[src/rtl/dwa_shaper.sv]
// Data-weighted-averaging shaper: turns a signed MASH code into a rotating
// unary select vector so unit-element mismatch error is first-order shaped.
module dwa_shaper #(
    parameter int MASH_BW = 3,
    parameter int N_ELEM  = 4,
    parameter int OFFSET  = 1,
    parameter int PTR_W   = $clog2(N_ELEM)
) (
    input  logic                      aclk,
    input  logic                      rst,
    input  logic                      dwa_enable,
    input  logic                      in_valid,
    input  logic signed [MASH_BW-1:0] mash_data,
    output logic        [N_ELEM-1:0]  elem_out,
    output logic                      out_valid,
    output logic        [PTR_W-1:0]   ptr,
    output logic                      sat_flag,
    output logic        [15:0]        sat_count
);

    localparam int CNT_W = MASH_BW + 2;

    logic signed [CNT_W-1:0] cnt;
    int                      c_sel;
    int                      ptr_i;
    int                      ptr_sum;
    logic                    clamp_hit;
    logic        [N_ELEM-1:0] mask;
    logic        [PTR_W-1:0]  ptr_next;

    // Element count: sign-extended code plus offset, clamped to 0..N_ELEM.
    always_comb begin
        // NOTE: every output of this block gets a default first so no latch is inferred.
        cnt       = CNT_W'(mash_data) + CNT_W'(OFFSET);
        c_sel     = int'(cnt);
        clamp_hit = 1'b0;
        if (cnt < 0) begin
            c_sel     = 0;
            clamp_hit = 1'b1;
        end else if (int'(cnt) > N_ELEM) begin
            c_sel     = N_ELEM;
            clamp_hit = 1'b1;
        end
    end

    // Select window of c_sel elements starting at ptr, wrapping modulo N_ELEM;
    // static mode anchors the window at element 0.
    always_comb begin
        ptr_i   = int'(ptr);
        mask    = '0;
        ptr_sum = ptr_i + c_sel;
        for (int j = 0; j < N_ELEM; j++) begin
            if (!dwa_enable) begin
                mask[j] = (j < c_sel);
            end else if (j >= ptr_i) begin
                mask[j] = ((j - ptr_i) < c_sel);
            end else begin
                mask[j] = ((j + N_ELEM - ptr_i) < c_sel);
            end
        end
        // N_ELEM need not be a power of two, so wrap by compare/subtract.
        if (ptr_sum >= N_ELEM) begin
            ptr_sum = ptr_sum - N_ELEM;
        end
        ptr_next = PTR_W'(ptr_sum);
    end

    always_ff @(posedge aclk) begin
        // NOTE: sequential state uses non-blocking assignments so all registers update together.
        if (rst) begin
            elem_out  <= '0;
            out_valid <= 1'b0;
            ptr       <= '0;
            sat_flag  <= 1'b0;
            sat_count <= '0;
        end else if (in_valid) begin
            elem_out  <= mask;
            out_valid <= 1'b1;
            if (dwa_enable) begin
                ptr <= ptr_next;
            end
            if (clamp_hit) begin
                sat_flag <= 1'b1;
                if (sat_count != 16'hFFFF) begin
                    sat_count <= sat_count + 16'd1;
                end
            end
        end else begin
            out_valid <= 1'b0;
        end
    end

endmodule

[config.mk]
export PLATFORM = sky130hd
export DESIGN_NAME = dwa_shaper
export DESIGN_NICKNAME = d
export VERILOG_FILES = /design/src/rtl/dwa_shaper.sv
export SDC_FILE = /design/constraint.sdc
export NUM_CORES = 1
export LEC_CHECK = 0
export CAP_MARGIN = 0
export CORE_ASPECT_RATIO = 0.9
export CORE_MARGIN = 2
export CORE_UTILIZATION = 45
export CTS_BUF_LIST = sky130_fd_sc_hd__clkbuf_4 sky130_fd_sc_hd__clkbuf_8 sky130_fd_sc_hd__clkbuf_16
export DETAILED_ROUTE_END_ITERATION = 16
export HOLD_SLACK_MARGIN = 0.15
export PLACE_DENSITY = 0.67
export SLEW_MARGIN = 40
export SYNTH_ARGS = -nofsm -noshare
export SYNTH_HDL_FRONTEND = slang
export SYNTH_SLANG_ARGS = --single-unit
[constraint.sdc]
create_clock -name aclk -period 2.67 [get_ports aclk]
set_input_delay 0.534 -clock aclk [delete_from_list [all_inputs] [get_ports aclk]]
set_output_delay 0.534 -clock aclk [all_outputs]
set_load 0.1 [all_outputs]
Yosys cells after proc, flatten, opt, wreduce, memory -nomap -nowiden
Index checks and enable logic that the tools add are counted.
W data, S select, Z words.

word-level totals
  output and inout bits = 24
  register bits after elaboration = 24

cells by class
  add/subtract/negate cells = 11
  muxes and demuxes = 13
  eq/ne operators = 1
  reduce and logical (&&, ||, !) cells = 3
  magnitude comparators = 17

operators with widths
  kind                     count
  $lt A3 B32 Y1            4
  $lt A4 B32 Y1            3
  $lt A3 B32 Y1 const A    2
  $mux W32                 2
  $add A3 B32 Y32          1
  $ge A32 B4 Y1 const B    1
  $lt A1 B32 Y1 const A    1
  $lt A2 B32 Y1 const A    1
  $add A16 B1 Y16 const B  1
  $ne A16 B16 Y1 const B   1
  $sub A3 B2 Y4 const A    3
  $mux W1                  10
  $sub A1 B2 Y3 const A    2
  $sub A2 B2 Y3 const A    2
  $add A3 B2 Y4 const B    1
  $ge A1 B2 Y1 const A     2
  $gt A4 B4 Y1 const B     1
  $lt A4 B1 Y1 const B     1
  $reduce_and A2 Y1        2
  $reduce_and A3 Y1        1
  $ge A2 B2 Y1 const A     1
  $mux W2                  1
  $sub A2 B1 Y2 const B    1

Logic depth before layout (Yosys ltp)
Gate-level depths: netlist (run 1).

  depth in word-level cells = 7
  gate-level depth with buffers = 9
  mapped depth without buffers = 9

Worst setup path after synthesis (run 1)
No wires, ideal clock.

  path kind = flip-flop to flip-flop
  start point = register ptr[1]
  end point = register elem_out[2]
  arrival = 2.600 ns
  library setup time = 0.106 ns
  slack = -0.036 ns
  clock period less this slack = 2.706 ns
  cell stages (with the launch flop) = 9
  path through = dfxtp_1 -> inv_1 -> ha_1 -> inv_1 -> ha_1 -> nor2b_1 -> o21ai_0 -> a32oi_1 -> o311ai_0

between the ends
  longest elaborated chain between the ends = 4
  elaborated cells on any way between the ends = 7
  those cells by class = add/sub (2); order compare (3); mux (2)

ends and longest elaborated chain
  what                                            RTL line  text
  from (decl)                                     16        output logic [PTR_W-1:0] ptr,
  from (signal assigned)                          80        ptr <= ptr_next;
  $sub A3 B2 Y4 or $sub A2 B2 Y3 (tied branches)  58, 56
  $lt A4 B32 Y1 or $lt A3 B32 Y1 (tied branches)  58, 56
  $mux W1 (*)                                     55        end else if (j >= ptr_i) begin
  $mux W1 (*)                                     53        if (!dwa_enable) begin
  to (signal assigned)                            77        elem_out <= mask;
  to (decl)                                       14        output logic [N_ELEM-1:0] elem_out,

Mark *: on every way between the ends. The rest lies on a longest branch, timed or not.
A chain may end at the register's enable or synchronous reset.

Final worst setup path (run 1)
  start point = input mash_data[0]
  end point = register elem_out[1]

between the ends
  longest elaborated chain between the ends = 7
  elaborated cells on any way between the ends = 10
  those cells by class = add/sub (1); order compare (5); mux (4)

ends and longest elaborated chain
  what                                            RTL line  text
  from (decl)                                     13        input logic signed [MASH_BW-1:0] mash_data,
  $add A3 B2 Y4 (*)                               34        cnt = CNT_W'(mash_data) + CNT_W'(OFFSET);
  $gt A4 B4 Y1                                    40        end else if (int'(cnt) > N_ELEM) begin
  $mux W32                                        40
  $mux W32 (*)                                    37        if (cnt < 0) begin
  $lt A4 B32 Y1 or $lt A3 B32 Y1 (tied branches)  58, 56
  $mux W1                                         55
  $mux W1 (*)                                     53

Marked as above.

==> results of run 1 <==
-- how the worst max path moves through the flow --
stage | endpoint | cells past startpoint
final | elem_out[1] | 9
after global routing | elem_out[2] | 10
after detailed placement | elem_out[2] | 10
after CTS | elem_out[2] | 10
after global placement | elem_out[2] | 10
after floorplan | elem_out[2] | 8
-- power by group through the flow --
stage / clock [uW] / combinational, uW / sequential (uW)
after floorplan: 0 / 76.6 / 457
after global placement: 0 / 199 / 385
after detailed placement: 0 / 202 / 386
after CTS: 212 / 203 / 378
after global routing: 226 / 222 / 379
final: 206 / 202 / 377
-- metrics by stage --
step	setup TNS, ns	cell area (sq um)
2_1_floorplan	0	1630
3_3_place_gp	0	1970
3_5_place_dp	-0.0912	1970
4_1_cts	0	2010
5_1_grt	0	2010
6_report	0	2010
-- synth_stat cells (all sizes together), types with 5 or more instances --
| library cell | count | area (sq um) |
|---|---|---|
| a21oi | 16 | 83.8 |
| nand3 | 8 | 40.0 |
| or4 | 6 | 45.0 |
| nand4 | 6 | 43.8 |
| nand2 | 12 | 45.0 |
| o21ai | 8 | 40.0 |
| nor2 | 17 | 63.8 |
| mux2 | 5 | 63.8 |
| dfxtp | 24 | 480 |
| nor2b | 9 | 56.3 |
| inv | 11 | 41.3 |
| ha | 17 | 213 |
| clkbuf | 5 | 18.8 |
-- worst max-delay path: cells and delay by family --
| family | cells | cell delay [ns] |
|---|---|---|
| adders and majority gates | 2 | 0.72 |
| buffers and inverters | 1 | 0.48 |
| and+or+nand+nor | 3 | 0.35 |
| AOI/OAI and AO/OA | 3 | 0.54 |
-- layout make-up --
class | count | area share, %
multi-input combinational | 147 | 53.1
sequential | 24 | 24.0
timing repair buffer | 41 | 16.1
tap | 44 | 2.74
clock buffer | 3 | 2.05
inverter | 11 | 2.05
-- registers in the layout (all words and copies together), names as in the netlist --
signal,flops
elem_out,4
out_valid,1
ptr,2
sat_count,16
sat_flag,1
-- routing by layer --
layer / track usage (%) / wire, um / share of wire [%] / vias to the layer above
met5: 0 / 0 / 0 / -
met4: 2.62 / 15 / 0.41 / 0
met3: 4.39 / 134 / 3.7 / 2
met2: 28.7 / 1550 / 43 / 23
met1: 28.7 / 1950 / 53 / 700
li1: - / - / - / 764
-- layout by cell type (no fill, tap or decap), types with 3 or more instances in the layout --
master           count
a211oi_1             3
a21oi_1             15
buf_4               35
clkbuf_8             3
clkdlybuf4s50_1      6
dfxtp_1             23
ha_1                17
inv_1               11
mux2i_1              4
nand2_1             12
nand2b_1             4
nand3_1              8
nand4_1              5
nor2_1              17
nor2b_1              9
nor3_1               3
o21ai_0              8
o31ai_1              4
or3_1                3
or4_1                6
-- kinds of logic after synthesis --
logic type | Yosys count
compound gates | 42
mux | 9
buf+inv | 19
fa+ha+maj | 19
flops | 24
simple gates | 77
==> results.ini, run 1 <==
[clocking]
clkSlewWorstSetupHoldPaths_ns = 0.08
clock-sinks = 24
cts_setup_buffers = 0
hold_buffers = 0
ctsHtreeMaxLevel = 1
root_buffer = clkbuf_8
cts_made_buffers = 3
clk_latency_ns = 0.26
clockBufferDepth = 2
cts_tree = built
cts-resized-gates = 0

[hold_path]
whs_path_depth = 2
hold_start = sat_flag
holdPathEnd = sat_flag
hp-class = flip-flop to flip-flop

[setup_path]
max_stage_delay_ns = 0.48
cp_max_fo = 7
cp_data_arrival_time_ns = 2.62
cp_data_required_time_ns = 2.85
r2r_end = elem_out[2]
critPathLaunchType = input port
r2r_setup_slack_ns = 0.71
cpMostUsedCell = nand2_1
startpoint = mash_data[0]
path_cells = clkdlybuf4s50_1, ha_1, nand3_1, nand2_1, nand2_1, fa_1, a21oi_1, o221ai_1, a211oi_1
end_kind = flip-flop
rr_worst_depth = 8
crit_type = input port to flip-flop
crit_slowest_cell = clkdlybuf4s50_1
reg2reg_from = ptr[1]

[pwr]
p_sw_uw = 251
p_total_uw = 785
p_leak_uw = 0.000830
combinationalPowerShare_pct = 25.8
peakVddDrop_mv = 0.394
p_int_uw = 534
pwr-share-clk_pct = 26.2
switching_share_pct = 32.0
seq_power_share_pct = 48.0
power_density_nw_per_um2 = 391

[synthesis]
yosys_warnings = 0
synth_area_per_cell_sq_um = 8.57
synth-edff-count = 0
synthAdderAreaFrac_pct = 15.5
synth-xor-area-share_pct = 0
ys_async_sr_fraction_pct = 0
synth_top_family_by_area = simple AND/OR/NAND/NOR gates
synth_cell_types = 41
yosysSeqAreaShare_pct = 29.5
ys_seq_elements = 24
synthesis.area_sq_um = 1630
synthFlopType = dfxtp_1
syn_nets = 216
yosys.area_share.simple_pct = 26.4
synth_compound_area_share_pct = 17.3
synth_cells = 190
synthMuxAreaShare_pct = 6.38

[floorplan]
row_count = 20
die_h_um = 61.1
die_w_um = 67.4
core_sq_um = 3430
start_util_pct = 47.5
pin_count = 31
dieArea_sq_um = 4110

[flow_run]
maxCapViolCount = 0

[timing]
setup_viol = 0
max_freq_ghz = 0.410
skew_ns = 0.00253
period_minus_slack_ns = 2.44
hold_viol = 0
worst_slack_ns = 0.230
slew_headroom_pct = 66.2
worst_pin_slew_ns = 0.500
drv_slew = 0
finalCritPeriodShare_pct = 91.4
rsz0062_at_grt = false
whs_ns = 0.455

[grt]
grt_pass1_wl_mm = 6.02
grt_remaining_overflow = 0
grt_pass1_vias = 1307
antenna_found_initial = 0
grt_usage_pct = 19.1
grt_start_max_net_pins = 34

[layout]
diodes = 0
fill_cells = 311
seq_area_sq_um = 482
finalCoreUtilization_pct = 58.6
area_delta_synth_final_pct = 23.4
fin_nets = 254
layout-drive-gt1-share_pct = 21.7
multi_input_area_sq_um = 1070
instances_no_fill = 270

[placement]
hpwl_mm = 2.80
port_buffers = 30
dpl_worst_slack_ns = -0.0673
place_congestion = 0.830
dpl.cell_count = 267

[route]
drc = 0
viasPerCell = 5.51
route.vias.total = 1489
first_iter_violations = 77
wire_per_inst_um = 13.5
wl_mm = 3.65
postRouteAntennaNets = 0
firstDrtPassIters = 4

[outcome]
status = finished clean

Note: power is estimated with default switching activity, not from simulation.
==> run 2, diff against run 1 <==
--- a/config.mk
+++ b/config.mk
@@ -6,13 +6,15 @@
 export NUM_CORES = 1
 export LEC_CHECK = 0
 export CAP_MARGIN = 0
+export CELL_PAD_IN_SITES_DETAIL_PLACEMENT = 0
+export CELL_PAD_IN_SITES_GLOBAL_PLACEMENT = 1
 export CORE_ASPECT_RATIO = 0.9
 export CORE_MARGIN = 2
-export CORE_UTILIZATION = 45
+export CORE_UTILIZATION = 38
 export CTS_BUF_LIST = sky130_fd_sc_hd__clkbuf_4 sky130_fd_sc_hd__clkbuf_8 sky130_fd_sc_hd__clkbuf_16
 export DETAILED_ROUTE_END_ITERATION = 16
 export HOLD_SLACK_MARGIN = 0.15
-export PLACE_DENSITY = 0.67
+export PLACE_DENSITY = 0.74
 export SLEW_MARGIN = 40
 export SYNTH_ARGS = -nofsm -noshare
 export SYNTH_HDL_FRONTEND = slang
==> results.ini, run 2 (synthesis gave the netlist of run 1 again) <==
[timing]
finalCritPeriodShare_pct = 91.4  ; about the same
skew_ns = 0.00357  ; was 0.00253 ns
max_freq_ghz = 0.410  ; about the same
rsz0062_at_grt = false  ; unchanged
fin_setup_tns_ns = 0  ; unchanged
setup_viol = 0  ; unchanged
hold_viol = 0  ; unchanged
period_minus_slack_ns = 2.44  ; about the same
worst_pin_slew_ns = 0.752  ; was 0.500 ns
drv_slew = 0  ; unchanged
slew_headroom_pct = 49.7  ; was 66.2%

[route]
dr_wl_met2_mm = 1.66  ; was 1.55 mm
drc = 0  ; unchanged
firstDrtPassIters = 4  ; unchanged
wl_met3_um = 156  ; was 134 um
wire_per_inst_um = 14.4  ; was 13.5 um
wl_met1_mm = 2.13  ; was 1.95 mm
route.vias.total = 1511  ; was 1489
top_layer_used = met4  ; unchanged
viasPerCell = 5.47  ; was 5.51
first_iter_violations = 101  ; was 77
postRouteAntennaNets = 0  ; unchanged
wl_mm = 3.98  ; was 3.65 mm

[layout]
layout_common_cells = 36 x buf_4, 23 x dfxtp_1, 17 x nor2_1  ; was 35 x buf_4, 23 x dfxtp_1, 17 x nor2_1, 17 x ha_1, 15 x a21oi_1
diodes = 0  ; unchanged
fin_nets = 255  ; was 254
largest-register = sat_count  ; unchanged
finalCoreUtilization_pct = 49.8  ; was 58.6%
reg_top3 = sat_count x16, elem_out x4, ptr x2  ; unchanged
fill_cells = 376  ; was 311
area_delta_synth_final_pct = 25.6  ; was 23.4%
largest_reg_flops = 16  ; unchanged
final_common_cell = buf_4  ; unchanged
layout-drive-gt1-share_pct = 23.7  ; was 21.7%

[floorplan]
start_util_pct = 39.7  ; was 47.5%
pin_count = 31  ; unchanged
row_count = 22  ; was 20
core_sq_um = 4100  ; was 3430 sq um
dieArea_sq_um = 4820  ; was 4110 sq um
die_w_um = 73.0  ; was 67.4 um
die_h_um = 66.1  ; was 61.1 um

[setup_path]
path_cells = clkdlybuf4s50_1, ha_2, nor2_1, mux2i_2, ha_1, a21oi_1, o221ai_1, a211oi_1  ; was clkdlybuf4s50_1, ha_1, nand3_1, nand2_1, nand2_1, fa_1, a21oi_1, o221ai_1, a211oi_1
cp_max_fo = 8  ; was 7
critPathLaunchType = input port  ; unchanged
cp_data_required_time_ns = 2.85  ; about the same
rr_worst_depth = 5  ; was 8
end_kind = flip-flop  ; unchanged
cp_data_arrival_time_ns = 2.62  ; about the same
crit_type = input port to flip-flop  ; unchanged
max_stage_delay_ns = 0.51  ; was 0.48 ns
crit_slowest_cell = clkdlybuf4s50_1  ; unchanged

[clocking]
hold_buffers = 0  ; unchanged
cts_setup_buffers = 0  ; unchanged
clock-sinks = 24  ; unchanged
cts_tree = built  ; unchanged
ctsHtreeMaxLevel = 1  ; unchanged
cts-resized-gates = 0  ; unchanged
clkSlewWorstSetupHoldPaths_ns = 0.09  ; was 0.08 ns
clockBufferDepth = 2  ; unchanged
cts_made_buffers = 3  ; unchanged
clk_latency_ns = 0.27  ; was 0.26 ns
root_buffer = clkbuf_8  ; unchanged

[flow_run]
maxCapViolCount = 0  ; unchanged

[pwr]
p_leak_uw = 0.000840  ; was 0.000830 uW
peakVddDrop_mv = 0.230  ; was 0.394 mV
p_total_uw = 838  ; was 785 uW
power_density_nw_per_um2 = 410  ; was 391 nW/um^2

[placement]
hpwl_mm = 2.95  ; was 2.80 mm
port_buffers = 30  ; unchanged
place_congestion = 0.811  ; was 0.830

[grt]
grt_pass1_vias = 1415  ; was 1307
grt_remaining_overflow = 0  ; unchanged
grt_pass1_wl_mm = 6.60  ; was 6.02 mm
grt_start_max_net_pins = 20  ; was 34
antenna_found_initial = 0  ; unchanged
grt_usage_pct = 17.4  ; was 19.1%

[hold_path]
hp-class = flip-flop to flip-flop  ; unchanged
whs_path_depth = 2  ; unchanged

[outcome]
status = finished clean  ; unchanged

[run 2: layout make-up]
cell class / instances / area, sq um / area share [%]
clock buffer: 4 / 55.1 / 2.69
inverter: 11 / 41.3 / 2.02
multi-input combinational: 147 / 1080 / 52.6
sequential: 24 / 482 / 23.6
tap: 48 / 60.1 / 2.94
timing repair buffer: 42 / 330 / 16.2
[run 2: path summary, 6_finish.rpt]
path                  end          from  slack (ns)
max           elem_out[1]  mash_data[1]        0.23
min              sat_flag      sat_flag        0.46
max reg2reg  sat_count[4]  sat_count[0]        0.68
min reg2reg      sat_flag      sat_flag        0.46
[run 2: routing by layer]
| layer | vias up | track usage [%] |
|---|---|---|
| li1 | 772 | - |
| met1 | 703 | 24.9 |
| met2 | 32 | 25.7 |
| met3 | 4 | 4.27 |
| met4 | 0 | 4.86 |
| met5 | - | 0 |
[run 2: critical path: cells and delay by family]
| kind | cells | cell delay, ns |
|---|---|---|
| AOI/OAI and AO/OA | 3 | 0.54 |
| adders and majority gates | 2 | 0.55 |
| buffers and inverters | 1 | 0.51 |
| muxes | 1 | 0.40 |
| and+or+nand+nor | 1 | 0.07 |
[run 2: through the flow]
stage	cell area [sq um]	hold WS, ns	worst slack (ns)	std cells
after floorplan	1630	0.721	0.173	190
after global placement	1980	0.437	-0.110	272
after detailed placement	1980	0.447	-0.220	272
after CTS	2040	0.464	0.0437	276
after global routing	2040	0.488	0.0131	276
final	2040	0.460	0.229	276
[run 2: where the power goes]
part | internal (uW) | switching, uW | total, uW | leakage, uW
registers | 368 | 9.86 | 378 | 0.000196
clock network | 132 | 120 | 252 | 0.0000288
logic | 67.9 | 141 | 208 | 0.000615
total | 568 | 271 | 838 | 0.000840
